===== src/rtl/load_store_unit_pkg.sv =====
// Shared constants and state encoding for the load/store unit and data memory.
package load_store_unit_pkg;

  localparam int unsigned XLEN  = 64;
  localparam int unsigned DEPTH = 32;
  localparam int unsigned IMM_W = 12;

  localparam logic [2:0] SUP_MEM  = 3'b011;
  localparam logic [2:0] SUP_IDLE = 3'b000;

  typedef enum logic [1:0] {
    ST_IDLE  = 2'd0,
    ST_ISSUE = 2'd1,
    ST_WAIT  = 2'd2,
    ST_DONE  = 2'd3
  } lsu_state_e;

endpackage


===== src/rtl/load_store_unit_if.sv =====
// Data-memory access port: the load/store unit is the master, main_memory the slave.
interface load_store_unit_if #(
  parameter int unsigned XLEN = 64
) ();

  logic [2:0]      mem_sup;
  logic            mem_read;
  logic            mem_write;
  logic [XLEN-1:0] mem_store_address;
  logic [XLEN-1:0] mem_load_address;
  logic [XLEN-1:0] mem_store_data;
  logic [XLEN-1:0] mem_load_data;

  modport master (
    output mem_sup, mem_read, mem_write,
    output mem_store_address, mem_load_address, mem_store_data,
    input  mem_load_data
  );

  modport slave (
    input  mem_sup, mem_read, mem_write,
    input  mem_store_address, mem_load_address, mem_store_data,
    output mem_load_data
  );

endinterface


===== src/rtl/load_store_unit.sv =====
// Single-outstanding ld/sd initiator: forms base+offset word address, range-checks it,
// and runs the IDLE/ISSUE/WAIT/DONE handshake with the data memory. All outputs registered.
module load_store_unit
  import load_store_unit_pkg::*;
#(
  parameter int unsigned XLEN  = load_store_unit_pkg::XLEN,
  parameter int unsigned DEPTH = load_store_unit_pkg::DEPTH,
  parameter int unsigned IMM_W = load_store_unit_pkg::IMM_W
) (
  input  logic                    clk,
  input  logic                    reset,
  input  logic                    start,
  input  logic                    is_load,
  input  logic                    is_store,
  input  logic [XLEN-1:0]         base,
  input  logic [IMM_W-1:0]        offset,
  input  logic [XLEN-1:0]         store_data,
  output logic                    busy,
  output logic                    done,
  output logic [XLEN-1:0]         rd_data,
  output logic                    addr_err,
  load_store_unit_if.master       mem
);

  lsu_state_e      state_q, state_d;
  logic            is_load_q, is_load_d;
  logic [XLEN-1:0] ea_q, ea_d;
  logic [XLEN-1:0] sdata_q, sdata_d;
  logic [XLEN-1:0] rd_data_q, rd_data_d;
  logic            busy_q, busy_d;
  logic            done_q, done_d;
  logic            addr_err_q, addr_err_d;
  logic [2:0]      sup_q, sup_d;
  logic            read_q, read_d;
  logic            write_q, write_d;

  logic [XLEN-1:0] ea_calc;
  logic            req_valid;

  assign ea_calc   = base + {{(XLEN-IMM_W){offset[IMM_W-1]}}, offset};
  assign req_valid = start && (is_load ^ is_store);

  always_comb begin
    state_d   = state_q;
    is_load_d = is_load_q;
    ea_d      = ea_q;
    sdata_d   = sdata_q;
    rd_data_d = rd_data_q;

    unique case (state_q)
      ST_IDLE: begin
        if (req_valid) begin
          is_load_d = is_load;
          ea_d      = ea_calc;
          sdata_d   = store_data;
          state_d   = (ea_calc >= XLEN'(DEPTH)) ? ST_DONE : ST_ISSUE;
        end
      end
      ST_ISSUE: state_d = is_load_q ? ST_WAIT : ST_DONE;
      ST_WAIT: begin
        rd_data_d = mem.mem_load_data;
        state_d   = ST_DONE;
      end
      ST_DONE:  state_d = ST_IDLE;
      default:  state_d = ST_IDLE;
    endcase

    // Outputs are registered, so they are decoded from the state being entered.
    busy_d     = (state_d != ST_IDLE);
    done_d     = (state_d == ST_DONE);
    addr_err_d = (state_q == ST_IDLE) && (state_d == ST_DONE);
    sup_d      = (state_d == ST_ISSUE) ? SUP_MEM : SUP_IDLE;
    read_d     = (state_d == ST_ISSUE) && is_load_d;
    write_d    = (state_d == ST_ISSUE) && !is_load_d;
  end

  always_ff @(posedge clk) begin
    if (reset) begin
      state_q    <= ST_IDLE;
      is_load_q  <= 1'b0;
      ea_q       <= '0;
      sdata_q    <= '0;
      rd_data_q  <= '0;
      busy_q     <= 1'b0;
      done_q     <= 1'b0;
      addr_err_q <= 1'b0;
      sup_q      <= SUP_IDLE;
      read_q     <= 1'b0;
      write_q    <= 1'b0;
    end else begin
      state_q    <= state_d;
      is_load_q  <= is_load_d;
      ea_q       <= ea_d;
      sdata_q    <= sdata_d;
      rd_data_q  <= rd_data_d;
      busy_q     <= busy_d;
      done_q     <= done_d;
      addr_err_q <= addr_err_d;
      sup_q      <= sup_d;
      read_q     <= read_d;
      write_q    <= write_d;
    end
  end

  assign busy                  = busy_q;
  assign done                  = done_q;
  assign addr_err              = addr_err_q;
  assign rd_data               = rd_data_q;
  assign mem.mem_sup           = sup_q;
  assign mem.mem_read          = read_q;
  assign mem.mem_write         = write_q;
  assign mem.mem_store_address = ea_q;
  assign mem.mem_load_address  = ea_q;
  assign mem.mem_store_data    = sdata_q;

endmodule


===== src/flat_wrapper.sv =====
// flat-port wrapper written by rule: the top's interface ports become plain ports
module load_store_unit_flat import load_store_unit_pkg::*;
#(
  parameter int unsigned XLEN  = load_store_unit_pkg::XLEN,
  parameter int unsigned DEPTH = load_store_unit_pkg::DEPTH,
  parameter int unsigned IMM_W = load_store_unit_pkg::IMM_W
)
  (clk, reset, start, is_load, is_store, base, offset, store_data, busy, done, rd_data, addr_err, mem_mem_sup, mem_mem_read, mem_mem_write, mem_mem_store_address, mem_mem_load_address, mem_mem_store_data, mem_mem_load_data);
  load_store_unit_if #(.XLEN(XLEN)) mem_i ();
  input  logic clk;
  input  logic reset;
  input  logic start;
  input  logic is_load;
  input  logic is_store;
  input  logic [XLEN-1:0] base;
  input  logic [IMM_W-1:0] offset;
  input  logic [XLEN-1:0] store_data;
  output logic busy;
  output logic done;
  output logic [XLEN-1:0] rd_data;
  output logic addr_err;
  output wire logic [$bits(mem_i.mem_sup)-1:0] mem_mem_sup;
  output wire logic [$bits(mem_i.mem_read)-1:0] mem_mem_read;
  output wire logic [$bits(mem_i.mem_write)-1:0] mem_mem_write;
  output wire logic [$bits(mem_i.mem_store_address)-1:0] mem_mem_store_address;
  output wire logic [$bits(mem_i.mem_load_address)-1:0] mem_mem_load_address;
  output wire logic [$bits(mem_i.mem_store_data)-1:0] mem_mem_store_data;
  input wire logic [$bits(mem_i.mem_load_data)-1:0] mem_mem_load_data;
  assign mem_mem_sup = mem_i.mem_sup;
  assign mem_mem_read = mem_i.mem_read;
  assign mem_mem_write = mem_i.mem_write;
  assign mem_mem_store_address = mem_i.mem_store_address;
  assign mem_mem_load_address = mem_i.mem_load_address;
  assign mem_mem_store_data = mem_i.mem_store_data;
  assign mem_i.mem_load_data = mem_mem_load_data;
  load_store_unit #(.XLEN(XLEN), .DEPTH(DEPTH), .IMM_W(IMM_W)) u_core (.clk(clk), .reset(reset), .start(start), .is_load(is_load), .is_store(is_store), .base(base), .offset(offset), .store_data(store_data), .busy(busy), .done(done), .rd_data(rd_data), .addr_err(addr_err), .mem(mem_i));
endmodule

===== config.mk =====
export PLATFORM = sky130hd
export DESIGN_NAME = load_store_unit_flat
export DESIGN_NICKNAME = d
export VERILOG_FILES = /design/src/rtl/load_store_unit_pkg.sv /design/src/rtl/load_store_unit_if.sv /design/src/rtl/load_store_unit.sv /design/src/flat_wrapper.sv
export SDC_FILE = /design/constraint.sdc
export NUM_CORES = 1
export LEC_CHECK = 0
export BUFFER_PORTS_ARGS = -buffer_cell sky130_fd_sc_hd__buf_4
export CORE_ASPECT_RATIO = 0.8
export CORE_MARGIN = 3
export CORE_UTILIZATION = 40
export DETAILED_ROUTE_END_ITERATION = 8
export PLACE_DENSITY = 0.7
export SETUP_SLACK_MARGIN = 0.02
export SLEW_MARGIN = 20
export SYNTH_ARGS = -nofsm -noshare
export SYNTH_HDL_FRONTEND = slang
export SYNTH_SLANG_ARGS = --single-unit

===== constraint.sdc =====
create_clock -name clk -period 5.9 [get_ports clk]
set_input_delay 0.885 -clock clk [delete_from_list [all_inputs] [get_ports clk]]
set_output_delay 0.885 -clock clk [all_outputs]
set_load 0.01 [all_outputs]

### Yosys cells after proc, flatten, opt, wreduce, memory -nomap -nowiden

Cells that the tools add are included.

* add/subtract/negate cells: 1
* order comparisons: 1
* equal/unequal tests: 5
* multiplexer cells: 7
* bitwise logic cells: 1
* reductions and logical operators: 8

Operators with widths (count)
* 64-bit adder: 1
* 64-bit by 6-bit >= comparator with 1-bit output (second input constant): 1
* 2-bit case mux with 4 select lines: 1
* 2-bit equality test (second input constant): 3
* 2-bit 2-to-1 mux: 3
* 2-bit by 1-bit equality test with 1-bit output (second input constant): 2
* 1-bit logical AND: 4
* 1-bit 2-to-1 mux: 3
* 2-bit zero test: 1
* 2-bit AND reduction: 1
* 2-bit nonzero test: 1
* 1-bit zero test: 1
* 1-bit bitwise XOR: 1

* flip-flop bits (word level): 203
* input bits: 209
* output and inout bits: 264
* word-level logic and storage cells: 34

### Logic depth before layout (Yosys ltp)

Gate-level depths: netlist of run 1.

* depth in word-level cells: 7
* depth in mapped cells: 14

### Worst setup path before layout of run 1

OpenSTA, ideal clock, no wires.

* path type: input port to flip-flop
* start point: input port offset[0]
* end point: register u_core.addr_err_q (netlist: u_core.addr_err)
* library setup time: 0.115 ns
* data arrival time: 3.962 ns
* required time: 5.785 ns
* slack: 1.823 ns
* cell stages on the path: 14
* path through: ha_1 inv_1 fa_1 nand2b_1 a21o_1 a211o_1 a21o_1 and3_1 xnor2_1 or4b_1 nor4_1 and4_1 a21oi_1 and3_1

* cells in the longest elaborated chain, start to end: 7

Ends and longest elaborated chain
* start, declared: line flat_wrapper.sv:16 `input logic [IMM_W-1:0] offset;`
* 64-bit adder: line load_store_unit.sv:40 `assign ea_calc = base + {{(XLEN-IMM_W){offset[IMM_W-1]}}, offset};`
* 64-bit by 6-bit >= comparator with 1-bit output: line load_store_unit.sv:56 `state_d = (ea_calc >= XLEN'(DEPTH)) ? ST_DONE : ST_ISSUE;`
* 2-bit 2-to-1 mux: line load_store_unit.sv:56
* 2-bit 2-to-1 mux: line load_store_unit.sv:52 `if (req_valid) begin`
* 2-bit case mux with 4 select lines: line load_store_unit.sv:50 `unique case (state_q)`
* 2-bit equality test: line load_store_unit.sv:71 `addr_err_d = (state_q == ST_IDLE) && (state_d == ST_DONE);`
* 1-bit logical AND: line load_store_unit.sv:71
* end signal, assigned: line load_store_unit.sv:98 `addr_err_q <= addr_err_d;`
* end, declared: line load_store_unit.sv:32 `logic addr_err_q, addr_err_d;`

Every way passes these cells.
A chain may end at the register's enable or synchronous reset.

### Final worst setup path of run 1

* start point: input port offset[11]
* end point: register u_core.addr_err_q (netlist: u_core.addr_err)

Same word-level chain as after synthesis.

==> run summary, run 1 <==
slew margin rel. - 39.6%
all-layer global routing usage - 27.3%
Mapped Area - 0.0126 sq mm
Slew Viols, Final - 0
Worst Path Arrival - 5.24 ns
most common cell after layout, fill and taps aside - buf_4
final core utilization - 54.1%
nature of the critical path startpoint - primary input
DRT iter0 DRCs - 1,028
CTS Sinks - 201
Post-CTS Resized - 0
die extent in y - 165 um
PD cells - 318 mW/mm^2
Die W - 205 um
core area - 0.0307 sq mm
main area contributors after synthesis - dfxtp_1, nand2_1, a21oi_1, ha_1, mux2i_1
Max FO, Critical Path - 36
GRT overflow - 0
CTS tree - done
leading register cell type out of synthesis - dfxtp_1
WP data required - 6.30 ns
clock slew at reported path FFs - 0.06 ns
Hold Crit Class - register to register
Detail Placement HPWL - 40.0 mm
post-route ant nets - 0
register area share after synthesis - 31.8%
Post-CTS Repair Setup Buffers - 0
slew of the pin with the lowest slew margin - 0.898 ns
Fin. Hold Viols - 0
CP endpoint kind - register
asr flop ratio synth - 0%
Yosys warning count - 0
status - complete, no violations
Fin Setup TNS - 0 ns
Peak Freq - 207 MHz
H-tree levels - 1
initial antenna violation count - 1
post-synth top area share - 31.8%
Final GP Congestion - 0.963
fin crit period - 4.84 ns
DRT Pass-1 Iters - 7
clock skew - 0.0138 ns
final setup violation count - 0
share of cells above drive strength 1 - 27.3%
Post-CTS Hold Fix Bufs - 0
Core Rows - 57
P&R area growth vs syn - 31.4%
synthesized instance count - 1,667
area leader, netlist - dfxtp_1
CTS root buf - clkbuf_16
VDD IR max - 0.208 mV
first-pass GRT wire length - 72.3 mm
number of synthesized register bits - 201
Clock Latency Late Sink - 0.50 ns
largest net degree at the start of global routing - 98
max cap viols - 0
vias in the first global route - 12,400
RSZ-0062 raised after global routing - false
most frequent cells in the layout - buf_4, nand2_1, a21oi_1, dfxtp_1, nor2_1
# IOs - 473
Buffers on Ports - 471
period utilization - 82.1%
via count - 13,500
critical path type - primary input to register
final wirelength - 50.2 mm
CTS max path bufs - 3
via/cell ratio - 5.56
Lkg Pwr - 7.22 nW
library cells used by synthesis - 83
syn_nets - 1,944
routed len/inst - 20.6 um
initial core utilization - 41.2%
DRC - 0
Final #Nets - 2,282
Num CTS Buffers - 23
syn avg cell area - 7.59 sq um
EDFF count, synth - 0
die area - 0.0338 sq mm
critical path, stage by stage:
cell	delay, ns
buf_4	0.24
ha_1	0.51
a21oi_1	0.15
o21ai_0	0.67
a22oi_1	0.15
a21bo_2	0.31
and3_1	0.20
xnor2_1	0.22
or4b_1	0.59
nor4_1	0.62
and4_1	0.35
a21oi_1	0.11
and3_1	0.19
cells by family after synthesis:
logic type / count (synthesis) / share of synthesized area, %
compound gates: 447 / 21.9
simple gates: 650 / 23.1
mux: 72 / 5.72
flops: 201 / 31.8
fa+ha+maj: 68 / 6.79
xor+xnor: 36 / 2.49
buf+inv: 192 / 8.22
other cells: 1 / 0.0296
where the power goes:
group / internal, mW / total, mW / switching [mW]
logic: 0.901 / 2.08 / 1.18
clock network: 0.856 / 1.44 / 0.581
registers: 1.60 / 1.77 / 0.169
routing by layer:
| layer | track usage [%] | up-vias | part of all wire (%) |
|---|---|---|---|
| met1 | 36.1 | 6322 | 42 |
| met2 | 46.1 | 604 | 47 |
| met5 | 0 | - | 0 |
| met3 | 4.59 | 87 | 7.8 |
| li1 | - | 6517 | - |
| met4 | 8.22 | 0 | 3.0 |
final timing paths:
check | from | to | slack, ns | depth (start not counted)
max reg2reg | u_core.state_q[0] | u_core.mem.mem_read | 3.30 | 6
min | u_core.mem.mem_store_data[30] | u_core.mem.mem_store_data[30] | 0.45 | 2
min reg2reg | u_core.mem.mem_store_data[30] | u_core.mem.mem_store_data[30] | 0.45 | 2
max | offset[11] | u_core.addr_err | 1.06 | 13
layout make-up:
class	count	area (sq um)
fill	2995	14100
multi-input combinational	1274	7610
sequential	201	4020
timing repair buffer	482	3620
clock buffer	30	642
tap	413	517
clock inverter	10	118
inverter	23	86.3
antenna	1	2.50
metrics by stage:
stage / hold WS (ns) / cell area (sq um) / worst slack (ns) / power [mW] / std cells
floorplan: 0.481 / 12600 / 1.82 / 2.99 / 1667
global placement: 0.443 / 15900 / 0.754 / 3.83 / 2393
detailed placement: 0.447 / 15900 / 0.789 / 3.86 / 2393
CTS: 0.456 / 16600 / 1.33 / 5.31 / 2433
global route: 0.475 / 16600 / 0.968 / 5.56 / 2434
finish: 0.454 / 16600 / 1.06 / 5.28 / 2434
flip-flops by register name (all words and copies together), names as in the netlist:
signal	flops
u_core.mem.mem_store_data	64
u_core.mem.mem_sup	1
u_core.busy	1
u_core.addr_err	1
u_core.mem.mem_read	1
u_core.is_load_q	1
u_core.rd_data	64
u_core.done	1
u_core.mem.mem_load_address	64
u_core.mem.mem_write	1
u_core.state_q	2
Yosys cell counts, drive strengths merged, types with 4 or more instances:
cell,number
a2111oi,7
a211o,7
a211oi,16
a21boi,5
a21o,25
a21oi,212
a22oi,8
a31oi,9
a32oi,4
and2,8
and3,15
and4,7
buf,97
clkbuf,72
dfxtp,201
ha,67
inv,23
mux2i,70
nand2,285
nand2b,9
nand3,15
nand4,43
nor2,186
nor3,33
nor4,14
o2111ai,6
o211ai,12
o21a,16
o21ai,72
o21bai,11
or3,17
or4,4
xnor2,19
xor2,17
Power figures use the tool's default switching activity.
==> inputs of run 2 (changes only) <==
- PLACE_DENSITY: 0.7 -> 0.73
- clock period: 5.9 -> 4.45 ns (I/O delays scaled with it)
==> run summary, run 2 (synthesis gave the netlist of run 1 again) <==
status - complete, no violations
Crit path depth - 16
Post-CTS Hold Fix Bufs - 0
crit path from - offset[11]
Buffers on Ports - 471
total power - 7.02 mW
Final GP Congestion - 0.942
Max stage delay cell, worst path - a2111oi_0
Worst path max stage delay - 0.71 ns
critical path type - primary input to register
Cell Chain, Critical Path - buf_4, buf_12, ha_1, buf_4, a21oi_1, o21ai_0, a21oi_2, a21oi_1, or3_1, a2111oi_0, nand4_1, nor4_1, buf_4, and4_1, a21o_1, o21bai_1
CTS tree - done
Peak Freq - 239 MHz
CTS Sinks - 201
H-tree levels - 1
GRT overflow - 0
max cap viols - 0
Top Family by Delay on Critical Path - compound AO/OA/AOI/OAI gates
first-pass GRT wire length - 74.2 mm
reg-to-reg setup timing slack - 2.06 ns
CP endpoint kind - register
Reg2Reg Depth - 6
VDD IR max - 0.361 mV
Reg-to-Reg Start - u_core.state_q[0]
largest net degree at the start of global routing - 110
Die W - 205 um
Num CTS Buffers - 22
core area - 0.0307 sq mm
final wirelength - 51.1 mm
CTS max path bufs - 3
die area - 0.0338 sq mm
Post-CTS Resized - 0
all-layer global routing usage - 27.7%
clock slew at reported path FFs - 0.06 ns
die extent in y - 165 um
most common cell after layout, fill and taps aside - buf_4
WP data required - 4.82 ns
RSZ-0062 raised after global routing - false
worst r2r dst - u_core.mem.mem_store_data[42]
Core Rows - 57
worst setup margin - 0.266 ns
Final #Nets - 2,375
DRT Pass-1 Iters - 6
# IOs - 473
most frequent cells in the layout - buf_4, nand2_1, a21oi_1, dfxtp_1, nor2_1
Post-CTS Repair Setup Buffers - 0
DRC - 0
CTS root buf - clkbuf_16
fin crit period - 4.18 ns
DRT iter0 DRCs - 1,061
number of fill cells - 2,945
routed len/inst - 20.2 um
combined area of the multi-input logic cells - 0.00761 sq mm
nature of the critical path startpoint - primary input
P&R area growth vs syn - 36.7%
Fin. Hold Viols - 0
pre-CTS setup slack - -0.195 ns
Hold Crit Class - primary input to register
initial core utilization - 41.2%
clock skew - 0.00729 ns
hold wc startpoint - mem_mem_load_data[63]
PD cells - 406 mW/mm^2
Worst setup endpoint - u_core.busy
CP bufs+invs - 4
Register Area - 0.00402 sq mm
Slew Viols, Final - 0
Min Hold Slack - 0.393 ns
DP Area - 0.0166 sq mm
initial antenna violation count - 0
via count - 14,100
Worst Path Arrival - 4.55 ns
Clock Latency Late Sink - 0.51 ns
slew margin rel. - 32.4%
antenna cells - 0
period utilization - 94.0%
via/cell ratio - 5.57
Max FO, Critical Path - 21
most used cell, CP - buf_4
Detail Placement HPWL - 40.7 mm
post-route ant nets - 0
Post-Layout Inst Area - 0.0173 sq mm
slew of the pin with the lowest slew margin - 1.01 ns
share of cells above drive strength 1 - 30.5%
Lkg Pwr - 7.66 nW
final setup violation count - 0
vias in the first global route - 12,900
## run 2: cell types whose count changed in the layout (fill, tap and decap cells not counted)
| cell | delta |
|---|---|
| buf_4 | +92 |
| clkinv_2 | +3 |
| clkinv_4 | -3 |
| buf_12 | +2 |
| bufinv_16 | -2 |
| clkinvlp_4 | +1 |
| diode_2 | -1 |
## run 2: final cells by class
type | count | share of cell area [%]
multi-input cells | 1274 | 44.0
repair buffers | 576 | 25.2
flip-flops and latches | 201 | 23.3
clock buffers | 30 | 3.71
well taps | 413 | 2.99
inverters | 23 | 0.499
clock inverters | 9 | 0.311
## run 2: per-layer routing
| metal | share of wire (%) | track usage, % | vias to the layer above |
|---|---|---|---|
| met5 | 0 | 0 | - |
| met4 | 2.6 | 7.13 | 0 |
| met3 | 8.2 | 5.10 | 90 |
| met2 | 47 | 46.3 | 705 |
| met1 | 43 | 37.1 | 6578 |
| li1 | - | - | 6709 |
## run 2: report_power, final
part	switching, mW	leakage (nW)	internal (mW)	total, mW
Sequential	0.229	1.64	2.12	2.35
Combinational	1.60	5.68	1.30	2.90
Clock	0.764	0.344	1.01	1.78
Total	2.59	7.66	4.43	7.02
## run 2: worst min-delay path by stage
stage | end | slack [ns] | cells after the start
detailed placement | u_core.mem.mem_store_data[44] | 0.45 | 2
CTS | u_core.rd_data[56] | 0.36 | 3
global placement | u_core.mem.mem_store_data[40] | 0.44 | 2
finish | u_core.rd_data[63] | 0.39 | 3
floorplan | u_core.mem.mem_store_data[0] | 0.48 | 2
global route | u_core.rd_data[56] | 0.38 | 3
## run 2: through the flow
stage | util (%) | TNS, ns | cells
5_1_grt | 56.2 | 0 | 2526
4_1_cts | 56.2 | 0 | 2526
2_1_floorplan | - | 0 | 1667
6_report | 56.2 | 0 | 2526
3_3_place_gp | 54.0 | -0.716 | 2487
3_5_place_dp | 54.0 | -1.20 | 2487
## run 2: worst register-to-register path, cell delays in order (launching register included)
cell     delay (ns)
dfxtp_1        0.33
inv_1          0.16
ha_1           0.27
and3_4         0.89
buf_4          0.42
nand2_1        0.09
a21oi_1        0.16
